===== src/rtl/trap_ctrl.sv =====
// Trap controller: takes synchronous exceptions, drains the pipe before entering
// machine interrupts, handles mret, and owns mstatus.MIE/MPIE and the mip register.
module trap_ctrl #(
    parameter int ISA_C = 0
) (
    input  logic        clk_i,
    input  logic        rst_n_i,
    input  logic        exc_id_valid_i,
    input  logic        exc_ex_valid_i,
    input  logic [4:0]  exc_id_cause_i,
    input  logic [4:0]  exc_ex_cause_i,
    input  logic [31:0] pc_id_i,
    input  logic [31:0] pc_ex_i,
    input  logic        irq_software_i,
    input  logic        irq_timer_i,
    input  logic        irq_external_i,
    input  logic [31:0] mie_i,
    input  logic [31:0] mtvec_i,
    input  logic [31:0] mepc_i,
    input  logic        csr_mstatus_we_i,
    input  logic [31:0] csr_mstatus_wdata_i,
    input  logic        mret_i,
    input  logic        pipe_drained_i,
    output logic        mstatus_mie_o,
    output logic        mstatus_mpie_o,
    output logic [31:0] mip_o,
    output logic        save_pc_id_o,
    output logic        save_pc_ex_o,
    output logic        cause_intr_o,
    output logic [4:0]  cause_code_o,
    output logic        pc_set_o,
    output logic [31:0] pc_target_o,
    output logic        flush_o,
    output logic        halt_o
);

    typedef enum logic [1:0] {IDLE, DRAIN, TRAP} state_t;

    // Vectored targets are always word aligned; with C enabled only halfword alignment is enforced.
    localparam logic [31:0] ALIGN_MASK = (ISA_C != 0) ? 32'hFFFF_FFFE : 32'hFFFF_FFFC;

    state_t      state, state_nxt;
    logic        mie_q, mpie_q;
    logic [31:0] mip_p1;
    logic [31:0] irq_en;
    logic        ipe;
    logic [4:0]  irq_code;
    logic [31:0] base;
    logic [31:0] vec_target;
    logic        trap_entry;
    logic        mret_take;
    logic        unused_inputs;

    function automatic logic [4:0] irq_select(input logic [31:0] pend);
        if (pend[11])      return 5'd11;
        else if (pend[3])  return 5'd3;
        else if (pend[7])  return 5'd7;
        else               return 5'd0;
    endfunction

    assign irq_en     = mip_p1 & mie_i;
    assign ipe        = mie_q & (|irq_en);
    assign irq_code   = irq_select(irq_en);
    assign base       = {mtvec_i[31:2], 2'b00};
    assign vec_target = (base + {25'b0, irq_code, 2'b00}) & ALIGN_MASK;

    assign unused_inputs = ^{pc_id_i, pc_ex_i, csr_mstatus_wdata_i[31:8],
                             csr_mstatus_wdata_i[6:4], csr_mstatus_wdata_i[2:0]};

    // Stage p1: registered interrupt pending bits
    always_ff @(posedge clk_i or negedge rst_n_i) begin
        if (!rst_n_i) begin
            mip_p1 <= '0;
        end else begin
            mip_p1 <= {20'b0, irq_external_i, 3'b0, irq_timer_i, 3'b0, irq_software_i, 3'b0};
        end
    end

    always_ff @(posedge clk_i or negedge rst_n_i) begin
        if (!rst_n_i) begin
            state <= IDLE;
        end else begin
            state <= state_nxt;
        end
    end

    // Trap entry and mret take precedence over a software mstatus write in the same cycle.
    always_ff @(posedge clk_i or negedge rst_n_i) begin
        if (!rst_n_i) begin
            mie_q  <= 1'b0;
            mpie_q <= 1'b0;
        end else if (trap_entry) begin
            mpie_q <= mie_q;
            mie_q  <= 1'b0;
        end else if (mret_take) begin
            mie_q  <= mpie_q;
            mpie_q <= 1'b1;
        end else if (csr_mstatus_we_i) begin
            mie_q  <= csr_mstatus_wdata_i[3];
            mpie_q <= csr_mstatus_wdata_i[7];
        end
    end

    always_comb begin
        state_nxt    = state;
        save_pc_id_o = 1'b0;
        save_pc_ex_o = 1'b0;
        cause_intr_o = 1'b0;
        cause_code_o = 5'd0;
        pc_set_o     = 1'b0;
        flush_o      = 1'b0;
        pc_target_o  = 32'd0;
        halt_o       = 1'b0;
        trap_entry   = 1'b0;
        mret_take    = 1'b0;
        case (state)
            IDLE: begin
                if (exc_ex_valid_i) begin
                    save_pc_ex_o = 1'b1;
                    cause_code_o = exc_ex_cause_i;
                    pc_set_o     = 1'b1;
                    flush_o      = 1'b1;
                    pc_target_o  = base;
                    trap_entry   = 1'b1;
                end else if (exc_id_valid_i) begin
                    save_pc_id_o = 1'b1;
                    cause_code_o = exc_id_cause_i;
                    pc_set_o     = 1'b1;
                    flush_o      = 1'b1;
                    pc_target_o  = base;
                    trap_entry   = 1'b1;
                end else if (mret_i) begin
                    pc_set_o    = 1'b1;
                    flush_o     = 1'b1;
                    pc_target_o = mepc_i;
                    mret_take   = 1'b1;
                end else if (ipe) begin
                    state_nxt = DRAIN;
                end
            end
            DRAIN: begin
                halt_o = 1'b1;
                if (exc_ex_valid_i) begin
                    save_pc_ex_o = 1'b1;
                    cause_code_o = exc_ex_cause_i;
                    pc_set_o     = 1'b1;
                    flush_o      = 1'b1;
                    pc_target_o  = base;
                    trap_entry   = 1'b1;
                    state_nxt    = IDLE;
                end else if (!ipe) begin
                    state_nxt = IDLE;
                end else if (pipe_drained_i) begin
                    state_nxt = TRAP;
                end
            end
            TRAP: begin
                // The ID instruction never issued, so it is the one that resumes after the handler.
                halt_o       = 1'b1;
                save_pc_id_o = 1'b1;
                cause_intr_o = 1'b1;
                cause_code_o = irq_code;
                pc_set_o     = 1'b1;
                flush_o      = 1'b1;
                pc_target_o  = (mtvec_i[1:0] == 2'b01) ? vec_target : base;
                trap_entry   = 1'b1;
                state_nxt    = IDLE;
            end
            default: state_nxt = IDLE;
        endcase
    end

    assign mstatus_mie_o  = mie_q;
    assign mstatus_mpie_o = mpie_q;
    assign mip_o          = mip_p1;

endmodule

===== config.mk =====
export PLATFORM = sky130hd
export DESIGN_NAME = trap_ctrl
export DESIGN_NICKNAME = d
export VERILOG_FILES = /design/src/rtl/trap_ctrl.sv
export SDC_FILE = /design/constraint.sdc
export NUM_CORES = 1
export LEC_CHECK = 0
export CAP_MARGIN = 40
export CORE_AREA = 2 2 112 114
export CTS_CLUSTER_DIAMETER = 150
export DETAILED_ROUTE_END_ITERATION = 8
export DIE_AREA = 0 0 114 116
export SLEW_MARGIN = 15
export SYNTH_ARGS = -nofsm -noshare
export SYNTH_HDL_FRONTEND = slang
export SYNTH_SLANG_ARGS = --single-unit

===== constraint.sdc =====
create_clock -name clk_i -period 6.7 [get_ports clk_i]
set_clock_uncertainty 0.05 [all_clocks]
set_input_delay 0.67 -clock clk_i [delete_from_list [all_inputs] [get_ports clk_i]]
set_output_delay 0.67 -clock clk_i [all_outputs]
set_load 0.05 [all_outputs]

## Yosys cells after proc, flatten, opt, wreduce, memory -nomap -nowiden

Cells that the tools add are included.

- Bitwise gates (word level): 2
- Add/sub/neg operators: 1
- Multiplexer cells: 43
- Reduce and logical (&&, ||, !) cells: 6
- Equality and inequality tests: 8

Operators with widths:

| cell | number |
|---|---|
| 32-bit two-way mux | 5 |
| 32-bit case mux with 3 select lines | 1 |
| 32-bit by 7-bit adder with 32-bit output | 1 |
| 12-bit by 32-bit AND with 32-bit output | 1 |
| 32-bit OR reduction | 1 |
| 5-bit two-way mux | 5 |
| 1-bit two-way mux | 19 |
| 5-bit case mux with 3 select lines | 1 |
| 2-bit two-way mux | 7 |
| 2-bit inequality test (second input constant) | 4 |
| 1-bit case mux with 3 select lines | 2 |
| 5-bit AND reduction | 1 |
| 2-bit by 1-bit == test with 1-bit output (second input constant) | 2 |
| 4-bit inequality test (second input constant) | 1 |
| 2-bit case mux with 2 select lines | 1 |
| 2-bit OR reduction | 2 |
| 3-bit two-way mux | 1 |
| 3-bit nonzero test | 1 |
| 2-bit == test (second input constant) | 1 |
| 2-bit zero test | 1 |
| 1-bit case mux with 2 select lines | 1 |
| 1-bit AND | 1 |

- Logic and storage cells: 64
- Output and inout bits: 77
- Register bits after elaboration: 7

## Logic depth before layout (Yosys ltp)

Gate-level depths: netlist (run 1).

- Word-level depth: 8
- Depth in mapped cells: 10

## Worst setup path before layout (run 1)

OpenSTA, ideal clock, no wires.

- Kind: input-to-output
- Start: in mie_i[11]
- End: out pc_target_o[14]
- Path buffers: 0
- Arrival time: 3.476 ns
- Setup slack: 2.504 ns
- Cell stages on the path: 9
- Path through: a22oi_1 -> nand2b_1 -> ha_1 -> fa_1 -> o2111ai_1 -> nand2_1 -> nand3_1 -> xnor2_1 -> a211oi_1

- Longest elaborated chain between the ends: 5

RTL lines:

| what | line | source |
|---|---|---|
| start: declaration | 17 | `input logic [31:0] mie_i,` |
| 12-bit by 32-bit AND with 32-bit output | 61 | `assign irq_en = mip_p1 & mie_i;` |
| 5-bit two-way mux | 55 | `if (pend[11]) return 5'd11;` |
| 32-bit by 7-bit adder with 32-bit output | 65 | `assign vec_target = (base + {25'b0, irq_code, 2'b00}) & ALIGN_MASK;` |
| 32-bit two-way mux | 165 | `pc_target_o = (mtvec_i[1:0] == 2'b01) ? vec_target : base;` |
| 32-bit case mux with 3 select lines | 116 | `case (state)` |
| end: declaration | 32 | `output logic [31:0] pc_target_o,` |

Every way passes these cells.

## Worst setup path after layout (run 1)

Same ends and word-level chain as after synthesis.

==> flow_summary.ini, run 1 <==
[die]
num_rows = 40
core_region_area_um2 = 11910
fp.dieH_um = 116
ios = 289
dieArea_um2 = 13220
die_x_um = 114
initial_core_util = 0.1752

[sta]
finalHoldViolations = 0
max-slew-margin-rel = 0.5410
hold-worst-slack_ps = 497.6
slew_viol_final = 0
fin_crit_ps = 5204
min_period_over_period = 0.7767
tns_ps = 0
fmax_mhz = 192.2
timing.final.setup_violations = 0
worst_pin_slew_ps = 688.4
rsz0062_at_grt = false

[final_layout]
final_layout_size_suffix_gt1_frac = 0.04306
nNetsFinal = 639
area_growth_pct = 72.60
fin_cells = 565
antenna_cells = 0

[pwr]
p_leak_nw = 1.392
p_per_area_nw_per_um2 = 366.5
power_mw = 1.320
irDropWorstVdd_mv = 0.3156

[routing]
routedWlPerCell_um = 16.45
num_vias = 2734
drt_first_pass_iters = 4
ant_nets = 0
drt_iter0_markers = 128
drc_errors = 0
vias_per_cell = 4.839
drt_wl_total_um = 9295

[clock_network]
cts_buffers = 3
cts_hold_buf = 0
clk_pin_slew_ps = 40
cts_tree = built
cts-root-buf = clkbuf_16
clkLatencyLatePin_ps = 230
cts.sinks = 7
clk_path_buf_depth = 2
postCtsSetupRepairBufs = 0
cts-resized-gates = 0
htreeDepth = 1

[setup_path]
crit_arrival_ps = 4480
startpoint_type = primary input
required_ps = 5980
cp-startpoint = mie_i[11]
worstReg2RegStart = state[0]
crit_fanout = 13
end_kind = output port
worstSetupPathType = in2out

[logic_synthesis]
synth-edff-count = 0
synth_seq_area_share = 0.08393
ys.flop_type = dfrtp_1
synth_top_area_share = 0.1079
yosysTopAreaCell = buf_4
ys_ff_latch = 7
async_flop_share = 1.000
synth.avg_cell_area_um2 = 7.123
synth.distinct_cells = 48
yosysMostFrequentCell = buf_4
netlist_instances = 293
synth_area_leaders = buf_4 (11%), dfrtp_1 (8.4%), xor2_1 (7.1%)
synth_common_cells = buf_4 (30), a21oi_1 (23), o22ai_1 (17), xor2_1 (17)
syn_area_um2 = 2087
yosysWarningCount = 0

[grt]
grt_max_degree = 40
antenna_found_initial = 0
overflow = 0
grt_use_total = 0.1325
grt_pass1_wl_um = 13790
grt_pass1_vias = 2661

[hold_path]
min_path_type = reg2reg
min_from = mstatus_mpie_o

[placed_design]
placed_cells = 561
routabilityCongestion = 0.7422
portBuffers = 136
hpwl_um = 7167

[job]
drv_cap = 0

[run_status]
outcome = finished clean
[metrics by stage]
step | instance area, µm² | worst slack [ps] | utilization
after floorplan | 2192 | 2504 | -
after global placement | 3482 | 1506 | 0.2923
after detailed placement | 3523 | 1532 | 0.2958
after CTS | 3602 | 1481 | 0.3024
after global routing | 3602 | 1099 | 0.3024
final | 3602 | 1496 | 0.3024
[cell usage in the layout, fill, tap and decap left out, types with 11 or more instances in the layout]
| master | Yosys | routed |
|---|---|---|
| a31oi_1 | 11 | 11 |
| a22oi_1 | 13 | 13 |
| clkdlybuf4s50_1 | 0 | 136 |
| conb_1 | 1 | 29 |
| a21oi_1 | 23 | 23 |
| nor2_1 | 15 | 14 |
| xor2_1 | 17 | 17 |
| o22ai_1 | 17 | 17 |
| nand2_1 | 16 | 16 |
[state kept, by name (all words and copies together) (netlist names)]
register / cells
mip_o: 3
state: 2
mstatus_mie_o: 1
mstatus_mpie_o: 1
[kinds of logic after synthesis]
group           after synthesis  synth area share
compound gates              108            0.3621
simple gates                 88            0.2344
buf+inv                      54            0.1523
xor+xnor                     26            0.1091
fa+ha+maj                     8           0.05156
flops                         7           0.08393
other cells                   1          0.001797
mux                           1          0.004796
[final timing paths]
check / end / slack (ps) / depth (start not counted)
min: mstatus_mie_o / 500 / 2
max reg2reg: mstatus_mpie_o / 4240 / 9
max in group asynchronous: mip_o[7] / 5630 / 1
min in group asynchronous: mstatus_mpie_o / 680 / 1
max: pc_target_o[14] / 1500 / 11
min reg2reg: mstatus_mie_o / 500 / 2
[power by group]
group          leakage [nW]  total, mW  internal [mW]  switching (mW)
clock network        0.0382      0.103         0.0793          0.0233
logic                  1.27       1.15          0.386           0.767
registers            0.0859     0.0646         0.0540          0.0106
[routing by layer]
layer,wire length (µm),up-vias,GRT usage
met1,4059,1263,0.1705
met3,837,6,0.02772
met2,4312,150,0.2290
met4,86,0,0.02846
li1,-,1315,-
met5,0,-,0
[critical path, cell delays in order]
cell and delay [ps]:
clkdlybuf4s50_1 410, a22oi_1 350, nand2b_1 240, ha_1 270, fa_1 430, o2111ai_1 200
nand2_1 380, nand3_1 260, xnor2_1 100, a211oi_1 270, clkdlybuf4s50_1 900
[area by class of cell]
cell class	instances	area, µm²
clock buffers	4	78.83
fillers	1278	8309
inverters	4	15.01
multi-input cells	260	1717
flip-flops and latches	7	175.2
well taps	147	183.9
repair buffers	143	1433
Note: power is estimated with default switching activity, not from simulation.
==> run 2, diff against run 1 <==
--- a/config.mk
+++ b/config.mk
@@ -6,10 +6,10 @@
 export NUM_CORES = 1
 export LEC_CHECK = 0
 export CAP_MARGIN = 40
-export CORE_AREA = 2 2 112 114
+export CORE_AREA = 2 2 111 113
 export CTS_CLUSTER_DIAMETER = 150
 export DETAILED_ROUTE_END_ITERATION = 8
-export DIE_AREA = 0 0 114 116
+export DIE_AREA = 0 0 113 115
 export SLEW_MARGIN = 15
 export SYNTH_ARGS = -nofsm -noshare
 export SYNTH_HDL_FRONTEND = slang
==> constraint.sdc (replaced) <==
create_clock -name clk_i -period 4.7 [get_ports clk_i]
set_clock_uncertainty 0.05 [all_clocks]
set_input_delay 0.47 -clock clk_i [delete_from_list [all_inputs] [get_ports clk_i]]
set_output_delay 0.47 -clock clk_i [all_outputs]
set_load 0.05 [all_outputs]
==> run 2 against run 1 <==
The flow now finishes with violations (design-rule violations). Utilization increased by 1.8 points. Highest routed layer unchanged. Clock power increased by 45%. Critical endpoint is now pc_target_o[25]. Final cell count increased by 0.53%. Hold slack got worse by 26 ps. Flip-flop and latch count unchanged. First-iteration DRC count increased by 75%. Sequential share of layout area decreased by 0.24 points.
==> flow_summary.ini, run 2 (synthesized netlist as in run 1, its figures left out) <==
[run_status]
outcome = finished with violations
violations = design-rule violations

[die]
core_region_area_um2 = 11810
fp.dieH_um = 115
dieArea_um2 = 13000
initial_core_util = 0.1767
ios = 289
die_x_um = 113
num_rows = 40

[pwr]
power.switching_mw = 1.187
p_comb_frac = 0.883
seqPwrFrac = 0.045
power_mw = 2.083
p_leak_nw = 1.503
irDropWorstVdd_mv = 0.4759
p_int_uw = 896.9
power_frac_clock = 0.072
swShare = 0.5695
p_per_area_nw_per_um2 = 549.9

[sta]
rsz0062_at_grt = false
timing.final.setup_violations = 0
worst_pin_slew_ps = 727.8
finalHoldViolations = 0
tns_ps = 0
slew_viol_final = 0
min_period_over_period = 0.9197
hold-worst-slack_ps = 471.4
fmax_mhz = 231.3
fin_crit_ps = 4323
max-slew-margin-rel = 0.5143

[grt]
antenna_found_initial = 0
grt_pass1_vias = 2845
grt_pass1_wl_um = 14560
overflow = 0
grt_use_total = 0.1392
grt_max_degree = 29

[final_layout]
area_growth_pct = 81.53
nNetsFinal = 642
fin_util = 0.3208
multi_input_area_um2 = 1717
final_layout_size_suffix_gt1_frac = 0.1021
most-common-layout-cells = clkdlybuf4s50_1 (114), conb_1 (29), a21oi_1 (23), buf_12 (19)
fill_cells = 1236
largest_reg_flops = 3
final_common_cell = clkdlybuf4s50_1
fin_cells = 568
final-seq-area_um2 = 175.2
antenna_cells = 0

[placed_design]
placed_cells = 564
portBuffers = 136
hpwl_um = 7420
routabilityCongestion = 0.7380

[setup_path]
cp-startpoint = mie_i[11]
startpoint_type = primary input
crit_fanout = 7
crit_arrival_ps = 3800
worstReg2RegStart = state[1]
end_kind = output port
worstSetupPathType = in2out
required_ps = 4180

[job]
drv_cap = 0

[routing]
vias_per_cell = 4.852
ant_nets = 0
num_vias = 2756
drc_errors = 14
routedWlPerCell_um = 16.64
drt_first_pass_iters = 7
drt_iter0_markers = 224
drt_wl_total_um = 9453

[clock_network]
htreeDepth = 1
cts-root-buf = clkbuf_16
cts.sinks = 7
cts_buffers = 3
clk_pin_slew_ps = 40
clk_path_buf_depth = 2
clkLatencyLatePin_ps = 230
cts_tree = built
cts-resized-gates = 0
postCtsSetupRepairBufs = 0
cts_hold_buf = 0

[hold_path]
min_path_type = in2async
[run 2: cell types whose count changed in the layout (fill, tap and decap cells not counted), sizes merged]
cell and delta:
clkdlybuf4s50 -22, buf +25
[run 2: power by group through the flow]
stage	Sequential, mW	Combinational (mW)	Clock, mW
after floorplan	0.120	1.08	0
after global placement	0.0922	1.84	0
after detailed placement	0.0938	1.85	0
after CTS	0.0933	1.86	0.150
after global routing	0.0962	1.93	0.153
final	0.0938	1.84	0.149
[run 2: area by class of cell]
type                       count  share of cell area
inverter                       4            0.003963
tap                          147             0.04855
multi-input combinational    260              0.4531
sequential                     7             0.04624
clock buffer                   4             0.02081
timing repair buffer         146              0.4273
[run 2: metal layers]
layer  GRT usage  vias up  routed length [µm]
met2      0.2455      156                4364
li1            -     1324                   -
met4     0.03252        0                 104
met5           0        -                   0
met1      0.1728     1269                4047
met3     0.03216        7                 937
[run 2: worst paths after layout]
check / end / slack, ps / cells past startpoint
max in group asynchronous: mip_o[7] / 3850 / 1
worst max register to register: mstatus_mpie_o / 2250 / 8
min in group clk_i: mstatus_mie_o / 510 / 2
worst max-delay path: pc_target_o[25] / 380 / 11
worst min register to register: mstatus_mie_o / 510 / 2
worst min-delay path: mstatus_mpie_o / 470 / 1
[run 2: through the flow]
| step | area (µm²) | setup WS [ps] |
|---|---|---|
| 2_1_floorplan | 2192 | 730.9 |
| 3_3_place_gp | 3710 | 449.2 |
| 3_5_place_dp | 3710 | 385.9 |
| 4_1_cts | 3789 | 361.2 |
| 5_1_grt | 3789 | 114.0 |
| 6_report | 3789 | 377.5 |
[run 2: worst max-delay path: stages]
cell             delay (ps)
clkdlybuf4s50_1         410
a22oi_1                 380
nand2b_1                270
ha_1                    340
a21o_1                  200
a31o_2                  220
a31o_2                  320
nand4_1                 120
xor2_1                   70
o22ai_1                 160
clkdlybuf4s50_1         830
